### config.mk
export PLATFORM = sky130hd
export DESIGN_NAME = fifo_read_arbiter
export DESIGN_NICKNAME = d
export VERILOG_FILES = /design/src/rtl/fifo_arb_pkg.sv /design/src/rtl/fifo_rr_pick.sv /design/src/rtl/fifo_read_arbiter.sv
export SDC_FILE = /design/constraint.sdc
export NUM_CORES = 1
export LEC_CHECK = 0
export CAP_MARGIN = 10
export CORE_MARGIN = 4
export CORE_UTILIZATION = 40
export DETAILED_ROUTE_END_ITERATION = 10
export GPL_TIMING_DRIVEN = 0
export PLACE_DENSITY = 0.87
export SLEW_MARGIN = 40
export SYNTH_ARGS = -nofsm -noshare
export SYNTH_HDL_FRONTEND = slang
export SYNTH_SLANG_ARGS = --single-unit
### constraint.sdc
create_clock -name clock -period 3.6 [get_ports clock]
set_input_delay 0.54 -clock clock [delete_from_list [all_inputs] [get_ports clock]]
set_output_delay 0.54 -clock clock [all_outputs]
set_load 0.01 [all_outputs]
### src/rtl/fifo_arb_pkg.sv
// Shared definitions for the FIFO read arbiter.
package fifo_arb_pkg;

  // Read-scheduler FSM states.
  typedef enum logic [1:0] {
    IDLE  = 2'd0,
    ISSUE = 2'd1,
    LATCH = 2'd2,
    VALID = 2'd3
  } arb_state_t;

endpackage

### src/rtl/fifo_rr_pick.sv
// Combinational rotating-priority picker: first requester after rr_last wins.
module fifo_rr_pick #(
  parameter int unsigned NUM_FIFOS = 4,
  parameter int unsigned ID_BITS   = 2
) (
  input  logic [NUM_FIFOS-1:0] req,
  input  logic [ID_BITS-1:0]   rr_last,
  output logic [ID_BITS-1:0]   winner,
  output logic                 any_req
);

  logic [NUM_FIFOS-1:0] rotated;
  logic                 found;

  // Rotate req so bit 0 is the index just after rr_last, then take the lowest set bit.
  always_comb begin
    rotated = NUM_FIFOS'({req, req} >> (32'(rr_last) + 32'd1));
    winner  = '0;
    found   = 1'b0;
    any_req = |req;
    for (int unsigned i = 0; i < NUM_FIFOS; i++) begin
      if (!found && rotated[i]) begin
        winner = ID_BITS'((32'(rr_last) + 32'd1 + i) % NUM_FIFOS);
        found  = 1'b1;
      end
    end
  end

endmodule

### src/rtl/fifo_read_arbiter.sv
// Round-robin read scheduler sharing one consumer between several FIFOs,
// with an optional per-grant burst quantum.
module fifo_read_arbiter
  import fifo_arb_pkg::*;
#(
  parameter int unsigned DATA_WIDTH = 32,
  parameter int unsigned NUM_FIFOS  = 4,
  parameter int unsigned ID_BITS    = 2,
  parameter int unsigned BURST_LEN  = 4,
  parameter int unsigned BURST_BITS = 3
) (
  input  logic                            clock,
  input  logic                            reset,
  input  logic [NUM_FIFOS-1:0]            port_enable,
  input  logic [NUM_FIFOS-1:0]            fifo_empty,
  input  logic [NUM_FIFOS*DATA_WIDTH-1:0] fifo_q,
  output logic [NUM_FIFOS-1:0]            read_enable,
  output logic [DATA_WIDTH-1:0]           out_data,
  output logic                            out_valid,
  input  logic                            out_ready,
  output logic [ID_BITS-1:0]              out_id
);

  arb_state_t             state;
  logic [ID_BITS-1:0]     grant;
  logic [ID_BITS-1:0]     rr_last;
  logic [BURST_BITS-1:0]  burst_cnt;

  logic [NUM_FIFOS-1:0]   req;
  logic [ID_BITS-1:0]     winner;
  logic                   any_req;
  logic [NUM_FIFOS-1:0]   win_oh;
  logic [NUM_FIFOS-1:0]   grant_oh;
  logic [DATA_WIDTH-1:0]  sel_q;
  logic                   grant_req;

  assign req       = port_enable & ~fifo_empty;
  assign grant_req = |(req & grant_oh);

  fifo_rr_pick #(
    .NUM_FIFOS (NUM_FIFOS),
    .ID_BITS   (ID_BITS)
  ) u_pick (
    .req     (req),
    .rr_last (rr_last),
    .winner  (winner),
    .any_req (any_req)
  );

  // One-hot decode of the fresh winner and the held grant, plus the granted q mux.
  always_comb begin
    win_oh   = '0;
    grant_oh = '0;
    sel_q    = '0;
    for (int unsigned i = 0; i < NUM_FIFOS; i++) begin
      win_oh[i]   = (winner == ID_BITS'(i));
      grant_oh[i] = (grant == ID_BITS'(i));
      if (grant == ID_BITS'(i)) sel_q = fifo_q[i*DATA_WIDTH +: DATA_WIDTH];
    end
  end

  // Read FSM: grant, single-cycle pop strobe, capture, then hold until accepted.
  always_ff @(posedge clock) begin
    if (reset) begin
      state       <= IDLE;
      grant       <= '0;
      rr_last     <= ID_BITS'(NUM_FIFOS - 1);
      burst_cnt   <= '0;
      read_enable <= '0;
      out_data    <= '0;
      out_valid   <= 1'b0;
      out_id      <= '0;
    end else begin
      case (state)
        IDLE: begin
          if (any_req) begin
            grant       <= winner;
            read_enable <= win_oh;
            burst_cnt   <= '0;
            state       <= ISSUE;
          end
        end
        ISSUE: begin
          read_enable <= '0;
          state       <= LATCH;
        end
        LATCH: begin
          out_data  <= sel_q;
          out_id    <= grant;
          out_valid <= 1'b1;
          burst_cnt <= burst_cnt + 1'b1;
          state     <= VALID;
        end
        VALID: begin
          if (out_ready) begin
            out_valid <= 1'b0;
            if (burst_cnt < BURST_BITS'(BURST_LEN) && grant_req) begin
              read_enable <= grant_oh;
              state       <= ISSUE;
            end else begin
              rr_last <= grant;
              state   <= IDLE;
            end
          end
        end
        default: state <= IDLE;
      endcase
    end
  end

endmodule

==> out/qor.txt, run 1 <==
FFs w/ async S/R, synth - 0%
Slack of the critical path - 1.42 ns
Yosys Warn Count - 0
Count of unique library cells instantiated by Yosys - 44
Number of cells on the worst reg-to-reg path - 6
Weighted congestion at the end of routability-driven global placement - 0.873
Placeable core area - 6910 sq um
Post-Syn Area per Cell - 11.2 sq um
Leakage power total - 1.71 nW
Initial cell density of the core - 41.8%
Post-synthesis instance area - 2890 sq um
Syn Nets - 402
Setup TNS Final - 0 ns
Ant. Diodes - 0
H-tree depth - 2
Average via count per standard cell - 5.29
Clk sinks - 48
Relative area change from synthesis to final layout - 68.6%
Number of instances on the worst hold path - 2
Register bit count reported by yosys - 48
Outcome - finished, final reports clean
Antenna Violating Nets Remaining - 0
Share of layout cells above drive strength 1 - 13.2%
PortBufs - 176
Final setup fails - 0
Clock insertion delay at the later pin of the skew report - 0.30 ns
Sequential-to-total area share from yosys stat - 33.3%
Number of I/O pins - 178
Final core area utilization - 70.5%
Summed area of non-filler cells in the final layout - 4870 sq um
DRC violation count after routing - 0
Start-to-end type of the worst setup path - input pin to flop
Clock tree from TritonCTS - yes
Number of instances resized during post-cts repair - 0
Placed standard-cell area - 4770 sq um
Setup clock skew after layout - 0.00765 ns
Site row count - 30
Number of flops mapped to enable cells by yosys - 0
Area of the die - 8650 sq um
Height of the chip - 93.0 microns
Crit end category - flop
Number of max-cap violations - 0
Worst supply voltage drop on vdd - 0.000273 V
Clock tree buffer depth - 2
Setup WS pre-CTS - 1.08 ns
Min cycle time layout - 2.18 ns
Number of antenna violations at the first check in global routing - 0
DRT Pass-1 Iters - 4
Top area cells in the synthesized netlist - dfxtp_1 33%, mux4_2 26%, mux2i_1 12%, nor2_1 5.3%, ha_1 2.2%
Maximum operating frequency - 458 MHz
Post-CTS setup buffers - 0
Total power draw - 2.49 mW
First-pass GRT wire length - 14,600 microns
Startpoint class of the critical path - input pin
Post-detail-place hpwl - 7790 microns
Count of vias placed by the detailed router - 2,838
GRT Util Overall - 21.5%
Number of max-slew violations in the final report - 0
Cell type contributing the most total cell area after synthesis - dfxtp_1
Ratio of total power to cell area - 511 nW/um^2
Count of fill cells added during filler insertion - 532
Tightest Hold Check Type - flop to flop
Number of global-route vias before repair - 3,045
Total detailed-routing wirelength - 9410 microns
Total grt overflow - 0
Transition time of the tightest slew-check pin - 0.738 ns
Cell at the root of the clock tree - clkbuf_8
Post-Syn Instances - 258
Chip Width - 93.0 microns
Number of hold-repair buffers added at the cts stage - 0
Clock transition at path regs - 0.09 ns
TritonCTS buffer count - 5
Largest net degree at the start of global routing - 14
Final period util - 60.6%
Fraction of post-synthesis cell area in the top cell type by area - 33.3%
Top_reg_cell synth - dfxtp_1
Endpoints failing hold - 0
Unrepaired setup endpoints after global routing - no
Worst max-slew margin expressed relative to the limit - 50.8%
Average detailed-routed wire length per instance - 17.5 microns
Critical-path maximum fanout - 5
Post-layout net count - 585
Data arrival time of the critical path - 2.35 ns
Starting DRT DRC Count - 122
Data required, critical path - 3.77 ns
==> area by class of cell <==
| cell class | instances | area, sq um | area share (%) |
|---|---|---|---|
| Sequential cell | 48 | 961 | 19.7 |
| Tap cell | 96 | 120 | 2.47 |
| Clock inverter | 1 | 30.0 | 0.617 |
| Clock buffer | 5 | 68.8 | 1.41 |
| Multi-Input combinational cell | 185 | 1820 | 37.4 |
| Timing Repair Buffer | 176 | 1760 | 36.2 |
| Buffer | 20 | 87.6 | 1.80 |
| Inverter | 5 | 18.8 | 0.385 |
==> cell families after synthesis <==
family	synth area share (%)
AND/OR/NAND/NOR	13.3
multiplexers	38.6
flip-flops	33.3
AO/OA/AOI/OAI	9.01
buffers and inverters	3.68
adder cells (fa/ha/maj)	2.17
==> flip-flops by register name (all words and copies together), names as in the netlist <==
name	count
out_data	32
grant	2
out_id	2
rr_last	2
burst_cnt	3
read_enable	4
state	2
out_valid	1
==> critical path, stage by stage <==
cell             delay [ns]
clkdlybuf4s50_1        0.52
and2b_1                0.24
nor4_4                 0.07
a221oi_1               0.59
and2_1                 0.28
a311oi_1               0.10
==> per-layer routing <==
metal	part of all wire (%)	wire [microns]	global-route usage (%)
met1	37	3460	23.1
met2	54	5060	42.0
met3	7.8	738	4.91
met4	1.6	150	5.01
met5	0	0	0
==> stage by stage <==
step / hold WS [ns] / std cells
after floorplan: 0.444 / 258
after global placement: 0.454 / 530
after detailed placement: 0.476 / 530
after CTS: 0.488 / 536
after global routing: 0.500 / 536
final: 0.486 / 536
==> placed cells by master (no fill, tap or decap), types with 4 or more instances in the layout <==
master           count
clkdlybuf4s50_1    176
dfxtp_1             48
nor2_1              41
mux2i_1             36
mux4_2              33
clkbuf_1            13
a21oi_1             12
nand2_1              7
inv_1                5
ha_1                 5
clkbuf_8             5
buf_2                4
nand2b_4             4
o21ai_0              4
a311oi_1             4
nand3_1              4
==> power breakdown <==
group | switching, mW | total, mW | internal (mW)
Combinational | 0.600 | 1.38 | 0.778
Clock | 0.175 | 0.375 | 0.200
Sequential | 0.0757 | 0.737 | 0.661
==> worst paths after layout <==
path | from | end | slack (ns)
worst max-delay path | port_enable[0] | read_enable[2] | 1.42
worst min register to register | burst_cnt[0] | burst_cnt[0] | 0.49
worst min-delay path | burst_cnt[0] | burst_cnt[0] | 0.49
worst max register to register | state[0] | read_enable[2] | 1.53
==> cells in the mapped netlist, types with 4 or more instances <==
master     n
nor2_1    41
nand3_1    4
buf_2      4
a311oi_1   4
a21oi_1   12
ha_1       5
inv_1      5
mux2i_1   36
o21ai_0    4
mux4_2    33
nand2b_4   4
dfxtp_1   48
nand2_1    7
clkbuf_1  13
Note: power is estimated with default switching activity, not from simulation.
==> run 2: changes to the inputs <==
--- a/config.mk
+++ b/config.mk
@@ -7,10 +7,10 @@
 export LEC_CHECK = 0
 export CAP_MARGIN = 10
 export CORE_MARGIN = 4
-export CORE_UTILIZATION = 40
+export CORE_UTILIZATION = 34
 export DETAILED_ROUTE_END_ITERATION = 10
 export GPL_TIMING_DRIVEN = 0
-export PLACE_DENSITY = 0.87
+export PLACE_DENSITY = 0.79
 export SLEW_MARGIN = 40
 export SYNTH_ARGS = -nofsm -noshare
 export SYNTH_HDL_FRONTEND = slang
==> constraint.sdc (replaced) <==
create_clock -name clock -period 1.8 [get_ports clock]
set_input_delay 0.27 -clock clock [delete_from_list [all_inputs] [get_ports clock]]
set_output_delay 0.27 -clock clock [all_outputs]
set_load 0.01 [all_outputs]
==> run 2 against run 1 <==
- register-to-register slack lost 1.4 ns
- flip-flop and latch count is the same
- cell area grew 2.9%
- non-clock buffer count increased by 2
- worst setup slack worse by 1.4 ns
- critical path type unchanged
==> out/qor.txt, run 2 (same netlist as run 1, synthesis figures left out) <==
Post-detail-place hpwl - 7620 microns
Worst supply voltage drop on vdd - 0.000505 V
Number of antenna violations at the first check in global routing - 0
Ant. Diodes - 0
Clock transition at path regs - 0.10 ns
First-pass GRT wire length - 13,800 microns
Crit end category - flop
Share of layout cells above drive strength 1 - 17.6%
Relative area change from synthesis to final layout - 73.5%
Largest register FFs - 32
GRT Util Overall - 17.3%
PortBufs - 176
Net switching component of the power - 1.80 mW
Number of hold-repair buffers added at the cts stage - 0
Clock tree buffer depth - 2
End of the worst register-to-register path - read_enable[3]
Total detailed-routing wirelength - 9250 microns
Tightest Hold Check Type - input pin to flop
Clock insertion delay at the later pin of the skew report - 0.30 ns
Portion of total power attributed to the clock network - 15.7%
Min cycle time layout - 1.75 ns
Number of max-slew violations in the final report - 0
Start-to-end type of the worst setup path - input pin to flop
Outcome - finished, final reports clean
Number of instances on the worst hold path - 2
DRT Pass-1 Iters - 4
Number of max-cap violations - 0
Leakage power total - 1.80 nW
DRC violation count after routing - 0
Data required, critical path - 2.00 ns
Post-layout net count - 587
Setup TNS Final - 0 ns
Antenna Violating Nets Remaining - 0
First element of the critical path - fifo_empty[3]
Total grt overflow - 0
Placeable core area - 8260 sq um
Hold Path Origin - reset
Commonest cells after routing, fill and taps aside - 172 x clkdlybuf4s50_1, 46 x dfxtp_1, 41 x nor2_1
Clk sinks - 48
TritonCTS buffer count - 5
Cell at the root of the clock tree - clkbuf_8
Critical-path maximum fanout - 6
Data arrival time of the critical path - 1.95 ns
Worst Hold End - out_data[27]
Setup clock skew after layout - 0.00637 ns
Average detailed-routed wire length per instance - 16.8 microns
Logic gate share of total power - 55.7%
Switching part of the total - 34.6%
Chip Width - 100 microns
Number of global-route vias before repair - 2,934
Final period util - 97.0%
Critical R2R Launch - grant[1]
Average via count per standard cell - 5.13
Clock tree from TritonCTS - yes
Count of vias placed by the detailed router - 2,819
Largest net degree at the start of global routing - 17
Final setup fails - 0
Height of the chip - 100 microns
Pint - 3.40 mW
Setup slack on the worst flop-to-flop path - 0.14 ns
Ratio of total power to cell area - 1040 nW/um^2
Transition time of the tightest slew-check pin - 0.552 ns
Starting DRT DRC Count - 92
Register ranked first by flip-flop count - out_data
Largest regs - out_data x32, read_enable x4, burst_cnt x3
Final core area utilization - 60.7%
Area used by multi-input combinational logic - 1880 sq um
Startpoint class of the critical path - input pin
Number of cells on the worst reg-to-reg path - 5
Register share of total power - 28.5%
Worst max-slew margin expressed relative to the limit - 63.2%
Count of fill cells added during filler insertion - 682
Area of the die - 10,000 sq um
Weighted congestion at the end of routability-driven global placement - 0.803
Number of I/O pins - 178
Site row count - 33
Endpoints failing hold - 0
Most common library cell in the layout ignoring fill and taps - clkdlybuf4s50_1
Unrepaired setup endpoints after global routing - yes
Total area of sequential cells - 963 sq um
Initial cell density of the core - 35.0%
Maximum operating frequency - 573 MHz
H-tree depth - 2
-- run 2: cell type report --
cell class	count	area share [%]
flip-flops and latches	48	19.2
plain buffers	20	2.32
well taps	105	2.62
inverters	5	0.375
repair buffers	178	35.7
multi-input cells	185	37.5
clock inverters	3	0.924
clock buffers	5	1.37
-- run 2: routing by layer --
metal | global-route usage [%] | share of wire (%) | up-vias | routed length [microns]
li1 | - | - | 1342 | -
met1 | 20.0 | 38 | 1339 | 3470
met2 | 31.6 | 53 | 126 | 4860
met3 | 4.03 | 8.3 | 12 | 767
met4 | 5.18 | 1.6 | 0 | 152
met5 | 0 | 0 | - | 0
-- run 2: worst max-delay path, stage by stage --
cell and delay [ns]:
clkdlybuf4s50_1 0.42, nand2b_4 0.17, mux4_2 0.53, o21ai_4 0.23
a21oi_1 0.09, a311oi_1 0.24
-- run 2: what timing repair did --
item | CTS | global route
setup buffers | 0 | 2
endpoints found under the setup margin | 29 | 33
resized for setup | 12 | 21
pin swaps | 2 | 6
cloned | 0 | 0
-- run 2: how the worst max path moves through the flow --
stage / endpoint / slack (ns) / depth (start not counted)
floorplan: read_enable[2] / 0.08 / 6
global placement: read_enable[2] / -0.35 / 6
detailed placement: read_enable[3] / -0.42 / 6
CTS: read_enable[3] / 0.0004 / 6
global route: read_enable[3] / -0.02 / 6
finish: read_enable[3] / 0.05 / 6
-- run 2: stage by stage --
stage / setup WS, ns / hold WS (ns) / total power [mW] / cells / cell area [sq um]
floorplan: 0.0756 / 0.444 / 3.20 / 258 / 2890
global placement: -0.348 / 0.457 / 4.20 / 539 / 4780
detailed placement: -0.419 / 0.484 / 4.28 / 539 / 4780
CTS: 0.000388 / 0.344 / 5.17 / 547 / 4940
global route: -0.0234 / 0.362 / 5.54 / 549 / 5010
finish: 0.0533 / 0.332 / 5.20 / 549 / 5010
-- run 2: power groups by stage --
| stage | combinational, mW | sequential, mW | clock (mW) |
|---|---|---|---|
| 2_1_floorplan | 1.63 | 1.58 | 0 |
| 3_3_place_gp | 2.72 | 1.48 | 0 |
| 3_5_place_dp | 2.79 | 1.50 | 0 |
| 4_1_cts | 2.86 | 1.48 | 0.830 |
| 5_1_grt | 3.14 | 1.52 | 0.881 |
| 6_report | 2.90 | 1.48 | 0.818 |
